<file path="config.mk">
export PLATFORM = sky130hd
export DESIGN_NAME = seg7_note_display
export DESIGN_NICKNAME = d
export VERILOG_FILES = /design/src/rtl/seg7_pkg.sv /design/src/rtl/seg7_decoder.sv /design/src/rtl/seg7_note_display.sv
export SDC_FILE = /design/constraint.sdc
export NUM_CORES = 1
export LEC_CHECK = 0
export CORE_ASPECT_RATIO = 0.5
export CORE_MARGIN = 3
export CORE_UTILIZATION = 30
export CTS_CLUSTER_SIZE = 14
export DETAILED_ROUTE_END_ITERATION = 12
export SYNTH_ARGS = -nofsm -noshare
export SYNTH_HDL_FRONTEND = slang
export SYNTH_SLANG_ARGS = --single-unit
</file>
<file path="constraint.sdc">
create_clock -name CLK -period 2.7 [get_ports CLK]
set_clock_uncertainty 0.05 [all_clocks]
set_input_delay 0.27 -clock CLK [delete_from_list [all_inputs] [get_ports CLK]]
set_output_delay 0.27 -clock CLK [all_outputs]
set_load 0.01 [all_outputs]
</file>
<file path="src/rtl/seg7_pkg.sv">
// Shared glyph constants and display FSM state for the note display.
// Glyphs are active-low {g,f,e,d,c,b,a}.
package seg7_pkg;

  localparam logic [6:0] SEG_BLANK = 7'h7F;
  localparam logic [6:0] SEG_DASH  = 7'b0111111;
  localparam logic [6:0] SEG_E     = 7'b0000110;

  localparam logic [9:0][6:0] GLYPH = {
    7'b0010000,
    7'b0000000,
    7'b1111000,
    7'b0000010,
    7'b0010010,
    7'b0011001,
    7'b0110000,
    7'b0100100,
    7'b1111001,
    7'b1000000
  };

  typedef enum logic [1:0] {
    IDLE,
    SHOW,
    HOLD
  } disp_state_t;

endpackage

</file>
<file path="src/rtl/seg7_decoder.sv">
// Combinational digit to active-low glyph decoder.
// Non-decimal codes render as 'E'.
module seg7_decoder
  import seg7_pkg::*;
(
  input  logic [3:0] digit_i,
  output logic [6:0] seg_o
);

  always_comb begin
    seg_o = SEG_E;
    if (digit_i <= 4'd9) begin
      seg_o = GLYPH[digit_i];
    end
  end

endmodule

</file>
<file path="src/rtl/seg7_note_display.sv">
// Two-digit multiplexed note display with hold-after-play,
// leading-zero blanking and an idle dash pattern.
module seg7_note_display
  import seg7_pkg::*;
#(
  parameter int SCAN_DIV    = 50000,
  parameter int DEAD_CYCLES = 64,
  parameter int HOLD_CYCLES = 25000000
) (
  input  logic       CLK,
  input  logic       RST,
  input  logic       EN,
  input  logic       PLAYING,
  input  logic [3:0] BCD1,
  input  logic [3:0] BCD0,
  output logic [6:0] SEG,
  output logic [1:0] DIG,
  output logic       HOLDING
);

  localparam int SW = $clog2(SCAN_DIV);
  localparam int HW =
    (HOLD_CYCLES > 1) ? $clog2(HOLD_CYCLES) : 1;

  disp_state_t   state_q, state_d;
  logic [SW-1:0] scan_q, scan_d;
  logic          sel_q, sel_d;
  logic [HW-1:0] hold_q, hold_d;
  logic [3:0]    tens_q, tens_d;
  logic [3:0]    units_q, units_d;
  logic [6:0]    seg_q, seg_d;
  logic [1:0]    dig_q, dig_d;
  logic          holding_q, holding_d;

  logic [3:0]    digit;
  logic [6:0]    glyph;

  assign digit = sel_q ? tens_q : units_q;

  seg7_decoder u_dec (
    .digit_i (digit),
    .seg_o   (glyph)
  );

  always_comb begin
    state_d = state_q;
    scan_d  = scan_q;
    sel_d   = sel_q;
    hold_d  = hold_q;
    tens_d  = tens_q;
    units_d = units_q;
    if (EN) begin
      if (scan_q == SW'(SCAN_DIV - 1)) begin
        scan_d = '0;
        sel_d  = ~sel_q;
      end else begin
        scan_d = scan_q + SW'(1);
      end
      unique case (state_q)
        IDLE: begin
          if (PLAYING) begin
            state_d = SHOW;
            tens_d  = BCD1;
            units_d = BCD0;
          end
        end
        SHOW: begin
          if (PLAYING) begin
            tens_d  = BCD1;
            units_d = BCD0;
          end else begin
            state_d = HOLD;
            hold_d  = '0;
          end
        end
        HOLD: begin
          if (PLAYING) begin
            state_d = SHOW;
            hold_d  = '0;
            tens_d  = BCD1;
            units_d = BCD0;
          end else if (hold_q == HW'(HOLD_CYCLES - 1)) begin
            state_d = IDLE;
            hold_d  = '0;
          end else begin
            hold_d = hold_q + HW'(1);
          end
        end
        default: state_d = IDLE;
      endcase
    end
    holding_d = (state_d == HOLD);
  end

  // Dead time keeps both anodes off so the glyph switch cannot ghost.
  always_comb begin
    seg_d = SEG_BLANK;
    dig_d = 2'b11;
    if (EN && (scan_q >= SW'(DEAD_CYCLES))) begin
      dig_d = sel_q ? 2'b01 : 2'b10;
      if (state_q == IDLE) begin
        seg_d = SEG_DASH;
      end else if (sel_q && (tens_q == 4'd0)) begin
        seg_d = SEG_BLANK;
      end else begin
        seg_d = glyph;
      end
    end
  end

  always_ff @(posedge CLK or negedge RST) begin
    if (!RST) begin
      state_q   <= IDLE;
      scan_q    <= '0;
      sel_q     <= 1'b0;
      hold_q    <= '0;
      tens_q    <= 4'd0;
      units_q   <= 4'd0;
      seg_q     <= SEG_BLANK;
      dig_q     <= 2'b11;
      holding_q <= 1'b0;
    end else begin
      state_q   <= state_d;
      scan_q    <= scan_d;
      sel_q     <= sel_d;
      hold_q    <= hold_d;
      tens_q    <= tens_d;
      units_q   <= units_d;
      seg_q     <= seg_d;
      dig_q     <= dig_d;
      holding_q <= holding_d;
    end
  end

  assign SEG     = seg_q;
  assign DIG     = dig_q;
  assign HOLDING = holding_q;

endmodule
</file>
After elaboration in Yosys (flattened, before gate mapping). Memories as Yosys holds them, arrays and structs flattened. Index checks and enable logic that the tools add are counted.

Register bits after elaboration: 62. Bits in read-only memories: 112. Bits of input ports: 12. Output and inout bits: 10. Logic and storage cells: 50. Memories: 1.

Memory list: (name not given) (words 16, width 7, rd ports 1, clocked after Yosys merged registers in 0, write ports 0, line seg7_decoder.sv:13) `seg_o = GLYPH[digit_i];`.

Add/sub/neg operators: 2. Order comparisons: 3. Eq/ne operators: 6. Multiplexer cells: 19. Bitwise gates (word level): 1. Reductions and logical operators: 9.

Operators by type and width (number): 2-to-1 mux 25 bit (3); one-hot mux 25 bit (2 select lines) (1); 2-to-1 mux 7 bit (5); adder 25 x 1 -> 25 bit (second input constant) (1); equality test 25 bit (second input constant) (1); adder 16 x 1 -> 16 bit (second input constant) (1); equality test 16 bit (second input constant) (1); greater-or-equal comparator 16 x 7 -> 1 bit (second input constant) (1); 2-to-1 mux 16 bit (1); 2-to-1 mux 2 bit (7); one-hot mux 2 bit (3 select lines) (1); AND reduction 3 bit (2); less-than comparator 4 x 5 -> 1 bit (second input constant) (1); equality test 2 bit (second input constant) (2); less-or-equal comparator 4 bit (second input constant) (1); zero test 4 bit (1); 2-to-1 mux 4 bit (1); OR reduction 3 bit (1); equality test 2 x 1 -> 1 bit (second input constant) (1); logical AND 1 bit (2); zero test 2 bit (1); != test 2 bit (second input constant) (1); AND reduction 2 bit (1); nonzero test 2 bit (1); inverter 1 bit (1).

Depth between registers and ports, before layout. Gate-level depths: netlist (run 1).

Depth after elaboration: 7. Gate-level depth with buffers: 8. Gate-level depth less buffers: 7.

Modules after synthesis. From an unflattened synthesis (run 1), not the netlist that was laid out.

Cells, all modules: 336. Area total of the unflattened synthesis: 3342.0 um^2.

Modules (own cells, without submodules): seg7_note_display (times used 1, cells each 309, area an instance 3161.8 um^2, sequential area each 1562.7 um^2); seg7_decoder (times used 1, cells each 27, area an instance 180.2 um^2, sequential area each 0.0 um^2).

Least setup slack after synthesis (run 1). No wires, ideal clock.

Path kind: flip-flop to flip-flop. From: register hold_q[9]. To: register hold_q[5]. Setup time: 121 ps. Arrival time: 1897 ps. Data required time: 2529 ps. Slack: 632 ps. Cell stages (with the launch flop): 7. Buffers on the path: 1. Period minus slack after synthesis: 2068 ps. Cells stage by stage: dfrtp_1 or4_4 nor4_4 a21oi_2 buf_6 a21o_1 a22o_1.

Cells in the longest elaborated chain, start to end: 4.

Ends and longest elaborated chain: from (decl) (line seg7_note_display.sv:28) `logic [HW-1:0] hold_q, hold_d;`; from (signal assigned) (line seg7_note_display.sv:126) `hold_q <= hold_d;`; equality test 25 bit (line seg7_note_display.sv:82) `end else if (hold_q == HW'(HOLD_CYCLES - 1)) begin`; 2-to-1 mux 25 bit (line seg7_note_display.sv:82); 2-to-1 mux 25 bit (line seg7_note_display.sv:77) `if (PLAYING) begin`; one-hot mux 25 bit (2 select lines) (line seg7_note_display.sv:59) `unique case (state_q)`.

Every way passes these cells. A chain may end at the register's enable or synchronous reset.

Worst setup path after layout (run 1).
From: register hold_q[10]. To: register hold_q[15].

Cells in the longest elaborated chain, start to end: 4. Elaborated cells between the ends (all ways): 5. Classes of those cells: 1 x add/sub; 1 x eq/ne; 3 x mux.

Ends and longest elaborated chain (line): adder 25 x 1 -> 25 bit or equality test 25 bit (tied branches) (seg7_note_display.sv:86, seg7_note_display.sv:82); 2-to-1 mux 25 bit * (seg7_note_display.sv:82); 2-to-1 mux 25 bit * (seg7_note_display.sv:77); one-hot mux 25 bit (2 select lines) * (seg7_note_display.sv:59).

Mark *: on every way between the ends. The rest lies on a longest branch, timed or not.

==> metrics, run 1 <==
status finished, final reports clean; total clock sinks 62; PD cells 694.0 nW/um^2; Layout Nets 369; Cell Area, Synth 3219 sq um; worst hold slack 0.4464 ns; Critical Path End Type flip-flop; drt pass-1 iters 4; final wirelength 6727 microns; clock transition at the registers of the reported paths 0.05 ns; Final Core Density 38.01%; largest family of logic cells by synthesized area simple AND/OR/NAND/NOR gates; total power draw 2.729 mW; Final Hold Viols 0; Synth cell types 50; placed cell areas 3606 sq um; Initial Util 31.12%; H-tree depth 3; Post-Synth XOR/XNOR Area 5.985%; Global Route Usage Sum 12.18%; post-place setup slack 0.3662 ns; GR Util met1 16.92%; Detail Placement HPWL 4681 microns; gr ovfl total 0; Most Crowded Layer GR met2; relative slew slack 51.00%; met2 Usage GRT 17.83%; Lkg Pwr 1.676 nW; Async S/R FF share, synth 100.0%; Reg power frac 41.0%; hold path cells 1; Synth Area in Adders 2.721%; Sw Pwr 0.6835 mW; Worst-Skew Late Latency 0.33 ns; Die W 152.5 microns; post-placement cell count 478; filler cell count 1037; Max VDD drop 0.3019 mV; 1st-iter DRT viols 139; sw frac 25.05%; synthesized net count 339; post-route setup slack 0.3634 ns; met3 Usage GRT 4.137%; initial antenna violation count 0; critical path class flip-flop to flip-flop; DRC Markers 0; largest net degree at the start of global routing 32; Synth Area per Inst 10.06 sq um; Worst-Margin Slew 0.7350 ns; Die Area 12090 sq um; Final Max Slew Viols 0; DR WL/cell 13.59 microns; setup violators final 0; Port Buffer Count 21; Vias/cell 4.879; CP startpoint kind flip-flop; Final Wtd Congestion 0.8107; simple-gate portion of the synthesized area 23.20%; Top Ports 22; max frequency 0.4280 GHz; global-route wire length before repair 11870 microns; Ant. Diodes 0; most frequent cells in the layout dfrtp_1 (53), nor2_1 (25), nand2_1 (23); sequential area share after synthesis 48.54%; clock tree buffer depth 2; most used flip-flop cell after synthesis dfrtp_1; period utilization 86.54%; multiplexer share of the synthesized area 5.713%; Worst EP required 2.84 ns; final total negative setup slack 0 ns; ANT nets after route 0; core area 10340 sq um; CTS Buf Count 9; R2R cell count 5; Design Area, Final 3933 sq um; Synth Area in Compound Gates 10.53%; Clk pwr share 45.1%; Cell Rows 26; Non-Filler Instances 495; HP Class flip-flop to flip-flop; Synth Instances 320; max_cap viols 0; Critical Path AT 2.48 ns; min cycle time layout 2.337 ns; CTS tree done; crit-path max FO 12; Vias 2415; #FFs+latches synth 62; Syn. warnings 0; EDFF count, synth 0; most common cell after layout, fill and taps aside dfrtp_1; internal power 2.046 mW; vias in the first global route 2397; Logic pwr share 13.9%; area grow syn2layout 22.15%; unrepaired setup endpoints after global routing no; DIE HEIGHT 79.25 microns; Root Buffer clkbuf_16; proportion of layout cells with a drive suffix above 1 15.49%
-- state kept, by name, indices dropped and copies added (netlist names) --
signal and flops:
tens_q 4, hold_q 25, state_q 2, HOLDING 1
scan_q 16, SEG 7, DIG 2, units_q 4
sel_q 1
-- what timing repair did --
action / CTS / global route
setup endpoints to repair: 0 / 0
endpoints found under the hold margin: 28 / 0
hold buffers: 1 / 0
resized for setup: 0 / 0
buffers inserted: 0 / 0
-- cells by family (layout without fill, tap and decap cells) --
group,Yosys count,after routing
simple gates,131,131
flops,62,62
compound gates,55,55
buf+inv,26,61
xor+xnor,22,22
mux,17,17
fa+ha+maj,7,7
-- Yosys cell counts (8+ instances only) --
cell type	number	area share (%)
nand4_1	19	3.7
nand2_1	23	2.7
dfrtp_1	53	41
nor2_1	25	2.9
o21ai_0	14	2.2
nand3_1	12	1.9
dfstp_2	9	7.3
xnor2_1	10	2.7
mux2_2	11	3.8
xor2_1	12	3.3
a21oi_1	14	2.2
inv_1	16	1.9
clkbuf_1	8	0.93
-- layer usage --
metal  vias to the layer above  share of wire [%]  wire, microns
met2                        41                 43           2872
li1                       1207                  -              -
met4                         0               0.49             33
met5                         -                  0              0
met3                         4                4.0            267
met1                      1163                 53           3553
-- area by class of cell --
cell class	instances	area (sq um)	share of cell area [%]
clock buffers	12	246.5	6.268
clock inverters	4	70.07	1.782
inverters	16	60.06	1.527
multi-input cells	232	1550	39.42
flip-flops and latches	62	1563	39.74
well taps	140	175.2	4.454
repair buffers	29	267.8	6.809
-- power groups by stage --
stage / clock (mW) / sequential, mW / combinational (mW)
after CTS: 1.26 / 1.12 / 0.383
after global placement: 0 / 1.13 / 0.377
after global routing: 1.31 / 1.14 / 0.429
after detailed placement: 0 / 1.14 / 0.378
final: 1.23 / 1.12 / 0.379
after floorplan: 0 / 1.12 / 0.239
-- critical path, cell delays in order (launching register included) --
cell and delay (ns):
dfrtp_1 0.45, or4_4 0.55, nor4_4 0.42, a21oi_2 0.25, nor2_2 0.39, nor2_1 0.10
-- final timing paths --
check / slack, ns / end / startpoint
max: 0.36 / hold_q[15] / hold_q[10]
min: 0.45 / scan_q[11] / scan_q[11]
max reg2reg: 0.36 / hold_q[15] / hold_q[10]
min reg2reg: 0.45 / scan_q[11] / scan_q[11]
max in group asynchronous: 1.33 / SEG[0] / RST
min in group asynchronous: 0.49 / hold_q[21] / RST
(Power assumes the default switching activity.)
==> run 2, diff against run 1 <==
Settings changed: CAP_MARGIN set to 5.
Clock period 2.7 ns to 1.97 ns, I/O delays scaled along.
==> run 2 against run 1 <==
Sequential power increased by 37%. Critical endpoint is now hold_q[5]. Sequential share of layout area decreased by 3.4 points. Critical path depth increased by 1. Largest cell class is now multi-input gates. The flow now finishes with violations (negative setup slack). Highest routed layer unchanged.
==> metrics, run 2 (synthesis results as in run 1) <==
DIE HEIGHT 79.25 microns (unchanged); vias in the first global route 2551 (+6.4%); Sw Pwr 0.9797 mW (+43%); Reg power frac 42.2% (+1.2 points); largest net degree at the start of global routing 63 (+97%); Port Buffer Count 21 (unchanged); Vias/cell 4.784 (-1.9%); 1st-iter DRT viols 140 (+0.72%); unrepaired setup endpoints after global routing yes; most common cell after layout, fill and taps aside dfrtp_1; CP startpoint kind flip-flop; clock tree buffer depth 2 (unchanged); most frequent cells in the layout dfrtp_1 (53), buf_4 (44), nor2_1 (24); Critical Path AT 2.24 ns (-0.24 ns); global-route wire length before repair 12120 microns (+2.0%); Final Hold Viols 0 (unchanged); initial antenna violation count 0 (unchanged); Die W 152.5 microns (unchanged); sw frac 26.98% (+1.9 points); Vias 2574 (+6.6%); Design Area, Final 4305 sq um (+9.5%); total clock sinks 62 (unchanged); area of the multi-input gates 1590 sq um (+2.6%); crit-path max FO 3 (-9); Ant. Diodes 0 (unchanged); Critical Path End Type flip-flop; Final Max Slew Viols 0 (unchanged); Cell Rows 26 (unchanged); internal power 2.651 mW (+30%); max frequency 0.4850 GHz (+13%); Top Ports 22 (unchanged); drt pass-1 iters 4 (unchanged); failing checks negative setup slack; Reg2Reg Setup Slack -0.09 ns (-0.46 ns); max reg flops 25 (unchanged); Layout Nets 412 (+12%); Clk pwr share 41.1% (-4.0 points); H-tree depth 3 (unchanged); PD cells 843.3 nW/um^2 (+22%); R2R cell count 6 (+1); CTS Buf Count 9 (unchanged); Global Route Usage Sum 12.53% (+0.36 points); Final Wtd Congestion 0.8249 (+1.8%); Most flops, register hold_q; Worst-Margin Slew 0.3929 ns (-0.3422 ns); proportion of layout cells with a drive suffix above 1 26.13% (+11 points); Worst-Skew Late Latency 0.34 ns (about the same); placed cell areas 3943 sq um (+9.3%); Die Area 12090 sq um (unchanged); ANT nets after route 0 (unchanged); HP Class input pin to async pin; area grow syn2layout 33.73%; post-route setup slack -0.09194 ns (-0.4553 ns); Detail Placement HPWL 4933 microns (+5.4%); Logic pwr share 16.7% (+2.8 points); Lkg Pwr 1.894 nW (+13%); register area 1563 sq um (unchanged); filler cell count 1019 (-1.7%); CTS tree done; critical path class flip-flop to flip-flop; Max VDD drop 0.4534 mV (+50%); Initial Util 31.12% (unchanged); clock transition at the registers of the reported paths 0.05 ns (about the same); status finished with violations; final total negative setup slack -0.8054 ns (-0.8054 ns); Root Buffer clkbuf_16; Worst R2R Start hold_q[6]; DR WL/cell 13.10 microns (-3.6%); gr ovfl total 0 (unchanged); period utilization 104.7% (+18 points); setup violators final 23 (+23); core area 10340 sq um (unchanged); post-place setup slack -0.1653 ns (-0.5315 ns); Worst EP required 2.14 ns (-0.70 ns); DRC Markers 0 (unchanged); final wirelength 7046 microns (+4.7%); post-placement cell count 519 (+8.6%); reg2reg end hold_q[5]; Non-Filler Instances 538 (+8.7%); relative slew slack 73.57% (+23 points); min cycle time layout 2.062 ns (-0.2747 ns); max_cap viols 0 (unchanged)
run 2: routing by layer:
metal / track usage (%) / share of wire [%]
met4: 5.067 / 1.3
met2: 19.07 / 45
met5: 0 / 0
met1: 16.30 / 50
met3: 4.573 / 3.6
run 2: power groups by stage:
stage	clock network [mW]	logic [mW]	registers (mW)
3_3_place_gp	0	0.587	1.55
6_report	1.49	0.607	1.53
3_5_place_dp	0	0.597	1.55
5_1_grt	1.60	0.680	1.55
2_1_floorplan	0	0.328	1.54
4_1_cts	1.54	0.606	1.53
run 2: per-stage QoR:
| stage | utilization [%] | hold slack (ns) | power (mW) |
|---|---|---|---|
| finish | 41.62 | 0.3598 | 3.631 |
| global route | 41.62 | 0.4016 | 3.828 |
| floorplan | - | -0.1486 | 1.870 |
| CTS | 41.33 | 0.3725 | 3.680 |
| detailed placement | 38.11 | 0.1879 | 2.147 |
| global placement | 38.11 | 0.1955 | 2.136 |
run 2: area by class of cell:
cell class                      count  area share, %
Multi-Input combinational cell    232          36.94
Sequential cell                    62          36.30
Clock inverter                      5         0.7556
Tap cell                          140          4.069
Timing Repair Buffer               72          14.65
Clock buffer                       11          5.899
Inverter                           16          1.395
run 2: timing repair:
item                                    4_1_cts  5_1_grt
pin swaps                                     2        9
buffers inserted                              1        1
resized for setup                             9        6
hold buffers                                  1        0
endpoints found under the hold margin        53        0
endpoints found under the setup margin       24       28
run 2: worst max-delay path, stage by stage (launching register included):
cell and delay, ns:
dfrtp_1 0.37, or4b_4 0.55, nor4_4 0.41, buf_4 0.20, a21o_4 0.12, nor2_2 0.04, a22o_1 0.20
run 2: worst max-delay path by stage:
stage | start | endpoint | cells after the start
2_1_floorplan | hold_q[6] | hold_q[5] | 6
3_5_place_dp | PLAYING | hold_q[10] | 7
4_1_cts | hold_q[9] | hold_q[5] | 6
3_3_place_gp | PLAYING | hold_q[14] | 6
6_report | hold_q[6] | hold_q[5] | 6
5_1_grt | hold_q[6] | hold_q[5] | 6
